<file path="src/rtl/vga_fb_pkg.sv">
// vga_fb_pkg: framebuffer geometry and shared types for the VGA
// framebuffer arbiter (160x120 RGB332, 4x4 pixel replication).
package vga_fb_pkg;

  localparam int FB_W       = 160;
  localparam int FB_H       = 120;
  localparam int FB_SIZE    = FB_W * FB_H;
  localparam int SCALE_LOG2 = 2;
  localparam int PIX_W      = 8;
  localparam int ADDR_W     = 15;

  typedef logic [PIX_W-1:0]  pixel_t;
  typedef logic [ADDR_W-1:0] fb_addr_t;

  typedef enum logic [0:0] {
    IDLE  = 1'b0,
    CLEAR = 1'b1
  } arb_state_t;

endpackage

</file>
<file path="src/rtl/vga_fb_addr.sv">
// vga_fb_addr: framebuffer x/y to linear address, y*160 + x.
// Ports: x (0..159), y (0..119) in; addr out. Shift-add, no multiplier.
module vga_fb_addr
  import vga_fb_pkg::*;
(
  input  logic [7:0] x,
  input  logic [6:0] y,
  output fb_addr_t   addr
);

  // 160 = 128 + 32
  assign addr = (fb_addr_t'(y) << 7)
              + (fb_addr_t'(y) << 5)
              + fb_addr_t'(x);

endmodule

</file>
<file path="src/rtl/vga_fb_arbiter.sv">
// vga_fb_arbiter: shares one sync-read frame RAM between scan-out,
// a clear engine and a pixel writer (priority in that order).
// Ports: clk/reset; col,row,visible,hsync_in,vsync_in from timing;
// wr_req/wr_addr/wr_data/wr_ack writer; clear_req/clear_color/
// clear_busy/clear_done clear engine; ram_* RAM port;
// pix_data,pix_visible,hsync_out,vsync_out to the DAC (2-cycle delay).
module vga_fb_arbiter
  import vga_fb_pkg::*;
(
  input  logic              clk,
  input  logic              reset,
  input  logic [9:0]        col,
  input  logic [9:0]        row,
  input  logic              visible,
  input  logic              hsync_in,
  input  logic              vsync_in,
  input  logic              wr_req,
  input  logic [ADDR_W-1:0] wr_addr,
  input  logic [PIX_W-1:0]  wr_data,
  output logic              wr_ack,
  input  logic              clear_req,
  input  logic [PIX_W-1:0]  clear_color,
  output logic              clear_busy,
  output logic              clear_done,
  output logic [ADDR_W-1:0] ram_addr,
  output logic              ram_we,
  output logic [PIX_W-1:0]  ram_wdata,
  input  logic [PIX_W-1:0]  ram_rdata,
  output logic [PIX_W-1:0]  pix_data,
  output logic              pix_visible,
  output logic              hsync_out,
  output logic              vsync_out
);

  arb_state_t state;
  fb_addr_t   cnt;
  fb_addr_t   disp_addr;
  pixel_t     color;
  logic       done_q;
  logic       slot;
  logic       last;
  logic       wr_ok;

  logic       slot_d1;
  logic       vis_d1;
  logic       hs_d1;
  logic       vs_d1;
  pixel_t     hold;
  pixel_t     pix_q;
  logic       vis_q;
  logic       hs_q;
  logic       vs_q;

  logic       unused_row;
  assign unused_row = ^{row[9], row[1:0]};

  assign slot  = visible && (col[SCALE_LOG2-1:0] == '0);
  assign last  = (cnt == fb_addr_t'(FB_SIZE - 1));
  assign wr_ok = (wr_addr < fb_addr_t'(FB_SIZE));

  vga_fb_addr u_addr (
    .x    (col[9:2]),
    .y    (row[8:2]),
    .addr (disp_addr)
  );

  always_comb begin
    ram_addr  = '0;
    ram_we    = 1'b0;
    ram_wdata = '0;
    wr_ack    = 1'b0;
    if (slot) begin
      ram_addr = disp_addr;
    end else if (state == CLEAR) begin
      ram_addr  = cnt;
      ram_we    = 1'b1;
      ram_wdata = color;
    end else if (wr_req && !clear_req) begin
      ram_addr  = wr_addr;
      ram_wdata = wr_data;
      ram_we    = wr_ok;
      wr_ack    = 1'b1;
    end
    // Nothing may touch the RAM while reset is held,
    // so an abandoned clear leaves no extra write behind.
    if (reset) begin
      ram_we = 1'b0;
      wr_ack = 1'b0;
    end
  end

  always_ff @(posedge clk) begin
    if (reset) begin
      state  <= IDLE;
      cnt    <= '0;
      color  <= '0;
      done_q <= 1'b0;
    end else begin
      done_q <= 1'b0;
      unique case (state)
        IDLE: begin
          if (clear_req) begin
            state <= CLEAR;
            cnt   <= '0;
            color <= clear_color;
          end
        end
        CLEAR: begin
          if (!slot) begin
            if (last) begin
              state  <= IDLE;
              done_q <= 1'b1;
            end else begin
              cnt <= cnt + 1'b1;
            end
          end
        end
      endcase
    end
  end

  // Stage 1 sees the read data of the slot; the hold register
  // replays it for the next three columns of the 4-wide block.
  always_ff @(posedge clk) begin
    if (reset) begin
      slot_d1 <= 1'b0;
      vis_d1  <= 1'b0;
      hs_d1   <= 1'b1;
      vs_d1   <= 1'b1;
      hold    <= '0;
      pix_q   <= '0;
      vis_q   <= 1'b0;
      hs_q    <= 1'b1;
      vs_q    <= 1'b1;
    end else begin
      slot_d1 <= slot;
      vis_d1  <= visible;
      hs_d1   <= hsync_in;
      vs_d1   <= vsync_in;
      if (slot_d1) hold <= ram_rdata;
      pix_q   <= vis_d1 ? (slot_d1 ? ram_rdata : hold) : '0;
      vis_q   <= vis_d1;
      hs_q    <= hs_d1;
      vs_q    <= vs_d1;
    end
  end

  assign clear_busy  = (state == CLEAR);
  assign clear_done  = done_q;
  assign pix_data    = pix_q;
  assign pix_visible = vis_q;
  assign hsync_out   = hs_q;
  assign vsync_out   = vs_q;

endmodule
</file>
<file path="config.mk">
export PLATFORM = sky130hd
export DESIGN_NAME = vga_fb_arbiter
export DESIGN_NICKNAME = d
export VERILOG_FILES = /design/src/rtl/vga_fb_pkg.sv /design/src/rtl/vga_fb_addr.sv /design/src/rtl/vga_fb_arbiter.sv
export SDC_FILE = /design/constraint.sdc
export NUM_CORES = 1
export LEC_CHECK = 0
export ABC_AREA = 1
export CAP_MARGIN = 10
export CORE_MARGIN = 1.5
export CORE_UTILIZATION = 32
export DETAILED_ROUTE_END_ITERATION = 7
export SYNTH_ARGS = -nofsm -noshare
export SYNTH_HDL_FRONTEND = slang
export SYNTH_HIERARCHICAL = 1
export SYNTH_SLANG_ARGS = --single-unit
</file>
<file path="constraint.sdc">
create_clock -name clk -period 2.2 [get_ports clk]
set_clock_uncertainty 0.1 [all_clocks]
set_input_delay 0.22 -clock clk [delete_from_list [all_inputs] [get_ports clk]]
set_output_delay 0.22 -clock clk [all_outputs]
set_load 0.1 [all_outputs]
</file>
==> Word level (Yosys, flattened, before mapping) <==
Cells that the tools add are included.
{ "word_totals": {"in_bits": 66, "ff_bits": 48, "word_cells": 55} }
{ "classes": {"eq_ne": 4, "order_cmp": 1, "n_bitwise": 2, "addsub": 3, "n_mux": 24, "reduce_logical": 8} }
{ "ops": {"columns": ["cell", "n"], "rows": [
  ["$mux W15", 6],
  ["$mux W8", 4],
  ["$pmux W15 S2", 1],
  ["$add A14 B12 Y15", 1],
  ["$add A15 B1 Y15 const B", 1],
  ["$add A15 B8 Y15", 1],
  ["$eq A15 B15 Y1 const B", 1],
  ["$lt A15 B15 Y1 const B", 1],
  ["$mux W1", 12],
  ["$ne A2 B2 Y1 const B", 3],
  ["$reduce_and A3 Y1", 1],
  ["$reduce_or A3 Y1", 1],
  ["$logic_and A1 B1 Y1", 2],
  ["$logic_not A2 Y1", 1],
  ["$not A1 Y1", 2],
  ["$pmux W1 S2", 1],
  ["$reduce_and A2 Y1", 1],
  ["$reduce_or A2 Y1", 1],
  ["$logic_not A1 Y1", 1]
]} }

==> Logic depth before layout (Yosys ltp) <==
Gate-level depths: netlist (run 1).
{ "depth": {"depth_word": 6, "depth_mapped": 12, "ltp_nobuf": 12} }

==> Modules after synthesis <==
Netlist (run 1), hierarchy kept.
{ "modules_own_cells": {"columns": ["module", "cells_each", "area_each_um2", "instances"], "rows": [
  ["vga_fb_arbiter", 345, 2452.4, 1],
  ["vga_fb_addr", 75, 513.0, 1]
]} }

==> Worst setup path before layout (run 1) <==
OpenSTA, ideal clock, no wires.
{ "synth_timing": {"kind": "reg2out", "start": "register state (netlist: clear_busy)", "end": "output port ram_addr[13]", "slack_ps": -1904, "t_arrival_ps": 3784, "stages_incl_launch_ff": 5, "cell_sequence": "dfxtp_1 buf_2 clkbuf_1 a22oi_1 o21ai_0"} }
{ "synth_between": {"elab_chain_cells": 2} }
{ "synth_rtl": {"columns": ["element", "line_no", "source"], "rows": [
  ["start, declared", "vga_fb_arbiter.sv:35", "arb_state_t state;"],
  ["start signal, assigned", "vga_fb_arbiter.sv:94", "state <= IDLE;"],
  ["start signal, assigned", "vga_fb_arbiter.sv:103", "state <= CLEAR;"],
  ["start signal, assigned", "vga_fb_arbiter.sv:111", "state <= IDLE;"],
  ["$mux W15", "vga_fb_arbiter.sv:74", "end else if (state == CLEAR) begin"],
  ["$mux W15", "vga_fb_arbiter.sv:72", "if (slot) begin"],
  ["end, declared", "vga_fb_arbiter.sv:25", "output logic [ADDR_W-1:0] ram_addr,"]
]} }
Every way passes these cells.

==> Worst setup path in the final report (run 1) <==
{ "layout_timing": {"start": "input port row[2]", "end": "output port ram_addr[12]"} }
{ "layout_between": {"elab_chain_cells": 3} }
{ "layout_rtl": {"columns": ["element", "line_no", "source"], "rows": [
  ["start, declared", "vga_fb_arbiter.sv:13", "input logic [9:0] row,"],
  ["$add A14 B12 Y15", "vga_fb_addr.sv:13", "+ (fb_addr_t'(y) << 5)"],
  ["$add A15 B8 Y15", "vga_fb_addr.sv:14", "+ fb_addr_t'(x);"],
  ["via disp_addr[12]", "vga_fb_arbiter.sv:37", "fb_addr_t disp_addr;"],
  ["$mux W15", "vga_fb_arbiter.sv:72", null]
]} }
The timed path passes the listed nets, and every way through them passes these cells.

==> out/results.ini, run 1 <==
[run_status]
status = finished, violations left
failed_checks = setup timing

[min_path]
hold_path.class = flip-flop to flip-flop
min_from = hs_d1
min_to = hsync_out
hold_depth = 1

[synth]
ys.flop_type = dfxtp_1
synth_area_um2 = 2970
synth_top_cell_area_share = 0.324
synth_compound_area_frac = 0.147
ys_top_cells_by_area = dfxtp_1 32%, nand2_1 11%, nor2_1 8.6%
post-synth-top-count-cell = nand2_1
seq_area_frac_synth = 0.324
synthSimpleGateAreaFrac = 0.324
synthDistinctLibCells = 39
synthMuxAreaShare = 0.0270
avgSynthCellArea_um2 = 7.06
synth_cells = 420
synth_xor_area_frac = 0.0148
ys_ff_latch = 48
yosysWarnings = 6
synth_top_family_by_area = simple AND/OR/NAND/NOR gates
synth_nets = 502
synth_commonest_cells = 90 x nand2_1, 68 x nor2_1, 48 x dfxtp_1
synth-adder-area-share = 0.0726
synth-edff-count = 0
synth_top_cell_by_area = dfxtp_1
synth-async-reset-ratio = 0

[global_routing]
grt_max_degree = 29
grt_usage = 0.174
grt_pass1_vias = 3085
gr-total-overflow = 0
grt_pass1_wl_um = 14100
antenna_found_initial = 0

[critical_path]
required_ps = 1880
crit_path_end_kind = primary output
cp_slowest_cell = fa_1
max_stage_delay_ps = 550
reg2reg_depth = 8
r2r_slack_ps = 330
cp_common_cell = nand2_2
crit_type = input port to primary output
reg2reg_from = cnt[0]
cp_data_arrival_time_ps = 1990
reg2reg_to = cnt[3]
cp_num_cells = 14
crit_buf_inv = 4
cp_cell_sequence = buf_8 -> inv_4 -> fa_1 -> inv_2 -> fa_2 -> nand2_2 -> nand2_2 -> nand3b_4 -> nand2_2 -> nand2_2 -> nand2_2 -> nand2_2 -> o21ai_4 -> buf_12
worst_path_dominant_cell_family = adder cells
cp_max_fo = 2
cp-start-kind = input port

[drt]
drc_errors = 0
dr.pass1.iters = 4
antenna_left = 0
wl_um = 8550
drtIter0Drc = 144
vias_per_cell = 4.84
wl_per_cell_um = 13.4
vias = 3086

[clock_tree]
insertion_delay_ps = 300
cts_sinks = 48
cts_buffers = 5
clockRootBuffer = clkbuf_8
cts_tree = built
hold_buffers = 0
clockBufferDepth = 2
cts_max_level = 2
clk_pin_slew_worst_paths_ps = 80

[timing]
slew_violations = 0
fmax_mhz = 433
finalHoldViolations = 0
fin_crit_sh = 1.05
min_period_ps = 2310
grt_setup_unrepaired = true
worst_pin_slew_ps = 466
post-route-worst-setup-slack_ps = -108
hold_ws_ps = 318
setup_violations = 7
relSlewSlack = 0.689

[pwr]
power.internal_mw = 1.60
power_mw = 2.54
switching_share = 0.368
leakagePower_nw = 2.03
p_per_area_nw_per_um2 = 522
p_sw_mw = 0.934
combPwrFrac = 0.417
seqPwrFrac = 0.368
clock_power_share = 0.215
ir_worst_vdd_uv = 450

[placed_design]
place_hpwl_um = 6390
port_buffers = 100
placed_area_um2 = 4590
gp_congestion = 0.856

[run]
maxCapViolations = 0

[floorplan]
initial_utilization = 0.335
std_cell_rows = 34
dieArea_um2 = 9850
num_io_pins = 104
core_area_um2 = 8850
dieHeight_um = 99.3
die_w_um = 99.3

[final_layout]
layout-drive-gt1-share = 0.284
insertedDiodeCount = 0
area_delta_synth_final_pct = 63.9
design_area_um2 = 4860
nNetsFinal = 611

## through the flow
stage / std cells / util / setup WS [ps] / setup TNS [ps]
6_report: 637 / 0.549 / -108 / -470
5_1_grt: 637 / 0.549 / -191 / -1040
4_1_cts: 636 / 0.545 / -150 / -578
3_5_place_dp: 629 / 0.519 / -582 / -3970
3_3_place_gp: 629 / 0.519 / -571 / -4000
2_1_floorplan: 420 / - / 21.7 / 0
## how the worst max path moves through the flow
stage / slack [ps] / from / end
6_report: -110 / row[2] / ram_addr[12]
5_1_grt: -190 / row[2] / ram_addr[12]
4_1_cts: -150 / col[9] / ram_addr[12]
3_5_place_dp: -580 / row[2] / ram_addr[12]
3_3_place_gp: -570 / row[2] / ram_addr[14]
2_1_floorplan: 20 / row[2] / ram_addr[10]
## layout make-up
class / instances / area [um^2]
clock buffer: 6 / 82.6
clock inverter: 1 / 8.76
fill: 829 / 3990
inverter: 39 / 149
timing repair buffer: 124 / 1430
tap: 108 / 135
sequential: 48 / 965
multi-input combinational: 311 / 2090
## cells in the final DEF (no fill, tap or decap), types with 6 or more instances in the layout
cell type        count
nand2_1             80
nor2_1              67
clkdlybuf4s50_1     52
dfxtp_1             47
buf_4               34
inv_1               32
nand3_1             29
buf_12              27
a22oi_1             14
nand2_2             14
o21ai_4             12
o21ai_0             12
a21oi_1             11
ha_4                10
a32o_2               8
mux2i_1              8
clkbuf_8             6
## power by group through the flow
stage | Sequential [mW] | Combinational (mW) | Clock, mW
after floorplan | 0.971 | 0.596 | 0
after global placement | 0.958 | 0.989 | 0
after detailed placement | 0.959 | 0.995 | 0
after CTS | 0.939 | 1.04 | 0.567
after global routing | 0.939 | 1.13 | 0.598
final | 0.934 | 1.06 | 0.546
## logic make-up after synthesis
group / count (synthesis)
adders and majority gates: 16
muxes: 8
AOI/OAI and AO/OA: 67
buffers and inverters: 61
DFF: 48
xor gates and xnor gates: 5
and+or+nand+nor: 215
## per-layer routing
layer | global-route usage | routed length, um | up-vias
li1 | - | - | 1592
met1 | 0.225 | 4040 | 1405
met2 | 0.298 | 3930 | 82
met3 | 0.0387 | 501 | 7
met4 | 0.0401 | 76 | 0
met5 | 0 | 0 | -
## sequential cells by signal (all words and copies together), names as in the netlist
signal       cells
clear_done       1
pix_visible      1
vs_d1            1
hsync_out        1
color            8
cnt             15
vis_d1           1
hs_d1            1
slot_d1          1
vsync_out        1
clear_busy       1
hold             8
pix_data         8
## timing repair
| action | in CTS | in global routing |
|---|---|---|
| gates cloned | 0 | 0 |
| resized for setup | 46 | 8 |
| setup buffers | 0 | 1 |
| pin swaps | 16 | 10 |
| endpoints found under the setup margin | 8 | 13 |
No activity file was read; power rests on OpenSTA's default activity.
==> inputs of run 2 (changes only) <==
Settings changed: CTS_CLUSTER_SIZE set to 40, TNS_END_PERCENT set to 10.
==> run 2 against run 1 <==
Global-route usage unchanged; sequential cell count unchanged; fmax about the same; hold slack about the same; clock power about the same; setup slack about the same; critical path depth unchanged; the run still ends with setup timing left; via count about the same; first-iteration DRC count increased by 31%; routed wire length decreased by 0.98%; clock-buffer cell count unchanged; largest power group unchanged.
==> out/results.ini, run 2 (synthesis results as in run 1) <==
[placed_design]
port_buffers = 100  ; unchanged
pre_cts_ws_ps = -582  ; unchanged
placed_area_um2 = 4590  ; unchanged
place_hpwl_um = 6390  ; unchanged
gp_congestion = 0.856  ; unchanged

[floorplan]
std_cell_rows = 34  ; unchanged
core_area_um2 = 8850  ; unchanged
dieArea_um2 = 9850  ; unchanged
num_io_pins = 104  ; unchanged
dieHeight_um = 99.3  ; unchanged
die_w_um = 99.3  ; unchanged
initial_utilization = 0.335  ; unchanged

[final_layout]
most-common-layout-cells = 81 x nand2_1, 67 x nor2_1, 52 x clkdlybuf4s50_1, 47 x dfxtp_1, 34 x buf_4  ; was 80 x nand2_1, 67 x nor2_1, 52 x clkdlybuf4s50_1, 47 x dfxtp_1, 34 x buf_4
regMostFlops = cnt  ; unchanged
multi_input_area_um2 = 2090  ; about the same
seqCellArea_um2 = 965  ; unchanged
nNetsFinal = 610  ; was 611
insertedDiodeCount = 0  ; unchanged
area_delta_synth_final_pct = 63.4  ; was 63.9%
design_area_um2 = 4850  ; was 4860 um^2
final_common_cell = nand2_1  ; unchanged
largest_reg_flops = 15  ; unchanged
fillers = 834  ; was 829
layout-drive-gt1-share = 0.280  ; was 0.284

[critical_path]
cp_data_arrival_time_ps = 1990  ; about the same
reg2reg_depth = 8  ; unchanged
reg2reg_to = cnt[3]  ; unchanged
cp_slowest_cell = fa_1  ; unchanged
cp_max_fo = 2  ; unchanged
required_ps = 1880  ; about the same
cp_common_cell = nand2_2  ; unchanged
worst_path_dominant_cell_family = adder cells  ; unchanged
reg2reg_from = cnt[0]  ; unchanged
cp-start-kind = input port  ; unchanged
max_stage_delay_ps = 550  ; about the same
crit_type = input port to primary output  ; unchanged
r2r_slack_ps = 330  ; about the same
cp_cell_sequence = buf_8 -> inv_4 -> fa_1 -> inv_2 -> fa_2 -> nand2_2 -> nand2_2 -> nand3b_4 -> nand2_2 -> nand2_2 -> nand2_2 -> nand2_2 -> o21ai_4 -> buf_12  ; unchanged
crit_buf_inv = 4  ; unchanged
crit_path_end_kind = primary output  ; unchanged

[min_path]
hold_path.class = flip-flop to flip-flop  ; unchanged
min_from = hs_d1  ; unchanged
hold_depth = 1  ; unchanged
min_to = hsync_out  ; unchanged

[drt]
drc_errors = 0  ; unchanged
antenna_left = 0  ; unchanged
dr.pass1.iters = 4  ; unchanged
vias_per_cell = 4.85  ; was 4.84
drtIter0Drc = 188  ; was 144
wl_per_cell_um = 13.3  ; was 13.4 um
wl_um = 8470  ; was 8550 um
vias = 3084  ; was 3086

[run]
maxCapViolations = 0  ; unchanged

[clock_tree]
clk_pin_slew_worst_paths_ps = 80  ; about the same
cts_tree = built  ; unchanged
cts_sinks = 48  ; unchanged
clockBufferDepth = 2  ; unchanged
cts_max_level = 2  ; unchanged
clockRootBuffer = clkbuf_8  ; unchanged
cts_buffers = 5  ; unchanged
post-cts-setup-buffer-count = 0  ; unchanged
insertion_delay_ps = 300  ; about the same
hold_buffers = 0  ; unchanged

[timing]
post-route-worst-setup-slack_ps = -108  ; about the same
min_period_ps = 2310  ; about the same
hold_ws_ps = 318  ; about the same
slew_violations = 0  ; unchanged
finalHoldViolations = 0  ; unchanged
worst_pin_slew_ps = 476  ; was 466 ps
fmax_mhz = 433  ; about the same
grt_setup_unrepaired = true  ; unchanged
fin_crit_sh = 1.05  ; about the same
relSlewSlack = 0.682  ; was 0.689
setup_violations = 7  ; unchanged

[pwr]
p_sw_mw = 0.931  ; was 0.934 mW
power.internal_mw = 1.60  ; about the same
switching_share = 0.368  ; about the same
p_per_area_nw_per_um2 = 523  ; was 522 nW/um^2
clock_power_share = 0.216  ; was 0.215
power_mw = 2.53  ; was 2.54 mW
combPwrFrac = 0.413  ; was 0.417
seqPwrFrac = 0.371  ; was 0.368
leakagePower_nw = 2.03  ; about the same
ir_worst_vdd_uv = 451  ; was 450 uV

[global_routing]
grt_pass1_wl_um = 14100  ; unchanged
antenna_found_initial = 0  ; unchanged
gr-total-overflow = 0  ; unchanged
grt_pass1_vias = 3085  ; unchanged
grt_usage = 0.174  ; unchanged
grt_max_degree = 29  ; unchanged

[run_status]
failed_checks = setup timing  ; unchanged
status = finished, violations left  ; unchanged

-- run 2: power by group through the flow --
stage               logic, mW  registers (mW)  clock network [mW]
global route             1.12           0.944               0.598
detailed placement      0.995           0.959                   0
floorplan               0.596           0.971                   0
finish                   1.05           0.939               0.547
global placement        0.989           0.958                   0
CTS                      1.04           0.939               0.567
-- run 2: layout make-up --
cell class	instances	area share
clock buffer	6	0.0170
clock inverter	1	0.00181
inverter	39	0.0307
multi-input combinational	311	0.431
sequential	48	0.199
tap	108	0.0279
timing repair buffer	123	0.293
-- run 2: stage by stage --
stage,utilization,std cells,TNS (ps)
finish,0.548,636,-458
global route,0.548,636,-1040
CTS,0.545,636,-589
detailed placement,0.519,629,-3970
global placement,0.519,629,-4000
floorplan,-,420,0
-- run 2: layer usage --
metal  routed length (um)  track usage  vias up
li1                     -            -     1590
met1                 3980        0.225     1399
met2                 3910        0.298       87
met3                  501       0.0387        8
met4                   79       0.0401        0
met5                    0            0        -
-- run 2: how the worst max path moves through the flow --
stage | startpoint | endpoint | slack [ps] | cells after the start
final | row[2] | ram_addr[12] | -110 | 14
after global routing | row[2] | ram_addr[12] | -190 | 14
after detailed placement | row[2] | ram_addr[12] | -580 | 14
after CTS | col[9] | ram_addr[12] | -150 | 14
after floorplan | row[2] | ram_addr[10] | 20 | 10
after global placement | row[2] | ram_addr[14] | -570 | 14
-- run 2: repair_timing --
action,in CTS,in global routing
resized for setup,45,8
setup endpoints to repair,8,13
pin swaps,13,10
==> inputs of run 3 (changes only) <==
Settings changed: REMOVE_ABC_BUFFERS set to 1.
Clock period 2.2 ns to 1.9 ns, I/O delays scaled along.
==> run 3 against run 2 <==
Sequential cell count unchanged; the flow still finishes with violations (setup timing); clock power increased by 16%; routed wire length decreased by 1.9%.
==> out/results.ini, run 3 (synthesis results as in run 1) <==
[clock_tree]
clockRootBuffer = clkbuf_8  ; unchanged
cts_sinks = 48  ; unchanged
cts_tree = built  ; unchanged
clk_pin_slew_worst_paths_ps = 80  ; about the same
clockBufferDepth = 2  ; unchanged
cts_max_level = 2  ; unchanged
insertion_delay_ps = 300  ; about the same
cts_buffers = 5  ; unchanged

[floorplan]
std_cell_rows = 34  ; unchanged
num_io_pins = 104  ; unchanged
dieArea_um2 = 9850  ; unchanged
initial_utilization = 0.335  ; unchanged
die_w_um = 99.3  ; unchanged
dieHeight_um = 99.3  ; unchanged
core_area_um2 = 8850  ; unchanged

[critical_path]
reg2reg_from = cnt[1]  ; was cnt[0]
crit_path_start = row[4]  ; was row[2]
cp_data_arrival_time_ps = 2050  ; was 1990 ps
cp-start-kind = input port  ; unchanged
crit_path_end_kind = primary output  ; unchanged
required_ps = 1610  ; was 1880 ps
crit_type = input port to primary output  ; unchanged
cp_max_fo = 3  ; was 2

[drt]
wl_um = 8310  ; was 8470 um
drc_errors = 0  ; unchanged
vias = 3098  ; was 3084
antenna_left = 0  ; unchanged
wl_per_cell_um = 12.7  ; was 13.3 um
vias_per_cell = 4.73  ; was 4.85
dr.pass1.iters = 4  ; unchanged
drtIter0Drc = 163  ; was 188

[global_routing]
grt_pass1_wl_um = 13800  ; was 14100 um
grt_max_degree = 25  ; was 29
grt_usage = 0.168  ; was 0.174
gr-total-overflow = 0  ; unchanged
antenna_found_initial = 0  ; unchanged
grt_pass1_vias = 3016  ; was 3085

[run]
maxCapViolations = 0  ; unchanged

[pwr]
ir_worst_vdd_uv = 367  ; was 451 uV
power_mw = 2.92  ; was 2.53 mW
p_per_area_nw_per_um2 = 602  ; was 523 nW/um^2
leakagePower_nw = 2.07  ; was 2.03 nW

[timing]
fmax_mhz = 428
post-route-worst-setup-slack_ps = -439  ; was -108 ps
setup_violations = 14  ; was 7
fin_crit_sh = 1.23
min_period_ps = 2340
grt_setup_unrepaired = true  ; unchanged
slew_violations = 0  ; unchanged
finalHoldViolations = 0  ; unchanged
relSlewSlack = 0.695  ; was 0.682
worst_pin_slew_ps = 456  ; was 476 ps

[min_path]
hold_path.class = flip-flop to flip-flop  ; unchanged
min_from = vs_d1  ; was hs_d1

[run_status]
failed_checks = setup timing  ; unchanged
status = finished, violations left  ; unchanged

[final_layout]
insertedDiodeCount = 0  ; unchanged
largest_reg_flops = 15  ; unchanged
most-common-layout-cells = 85 x nand2_1, 67 x nor2_1, 52 x clkdlybuf4s50_1, 48 x dfxtp_1, 47 x buf_4  ; was 81 x nand2_1, 67 x nor2_1, 52 x clkdlybuf4s50_1, 47 x dfxtp_1, 34 x buf_4
area_delta_synth_final_pct = 63.8  ; was 63.4%
layout-drive-gt1-share = 0.261  ; was 0.280
design_area_um2 = 4860  ; was 4850 um^2
regMostFlops = cnt  ; unchanged
final_common_cell = nand2_1  ; unchanged
nNetsFinal = 628  ; was 610

[placed_design]
pre_cts_ws_ps = -1010  ; was -582 ps
placed_area_um2 = 4520  ; was 4590 um^2
gp_congestion = 0.852  ; was 0.856
place_hpwl_um = 6450  ; was 6390 um
port_buffers = 100  ; unchanged

-- run 3: worst max-delay path: stages --
cell and delay (ps):
buf_8 80, inv_4 30, fa_1 550, inv_2 60, buf_6 120, ha_4 250
nand2_2 40, nand2_2 80, nand3b_1 110, nand2_1 80, nand2_1 50, nand2_1 50
nand2_1 60, o21ai_2 80, clkbuf_16 220
-- run 3: cell type report --
class	count	area, um^2
tap	108	135
multi-input combinational	311	1920
clock inverter	2	15.0
clock buffer	6	82.6
fill	855	3990
inverter	39	151
sequential	48	961
timing repair buffer	141	1600
-- run 3: routing by layer --
layer  routed length, um  track usage  up-vias
met5                   0            0        -
met4                  30       0.0347        0
met3                 544       0.0351        5
met2                3960        0.286       90
met1                3770        0.221     1377
li1                    -            -     1626
-- run 3: final timing paths --
kind                   to  slack (ps)  cells past startpoint
max          ram_addr[11]        -440                     15
min             vsync_out         310                      1
max reg2reg       cnt[13]         140                      9
min reg2reg     vsync_out         310                      1
-- run 3: metrics by stage --
stage | util | setup TNS, ps | hold WS (ps) | instances
2_1_floorplan | - | -66830 | 159 | 398
6_report | 0.549 | -3280 | 314 | 655
3_5_place_dp | 0.511 | -7900 | 297 | 645
4_1_cts | 0.542 | -3630 | 318 | 655
3_3_place_gp | 0.511 | -7610 | 292 | 645
5_1_grt | 0.549 | -5600 | 345 | 655
-- run 3: power breakdown --
part	total, mW	internal (mW)	leakage, nW	switching (mW)
sequential	1.07	1.04	0.392	0.0290
clock	0.632	0.295	0.0434	0.338
combinational	1.22	0.529	1.64	0.687
total	2.92	1.87	2.07	1.05
-- run 3: what timing repair did --
action / 4_1_cts / 5_1_grt
resized for setup: 52 / 28
pin swaps: 15 / 14
hold buffers: 0 / 0
setup buffers: 2 / 0
endpoints found under the setup margin: 25 / 36
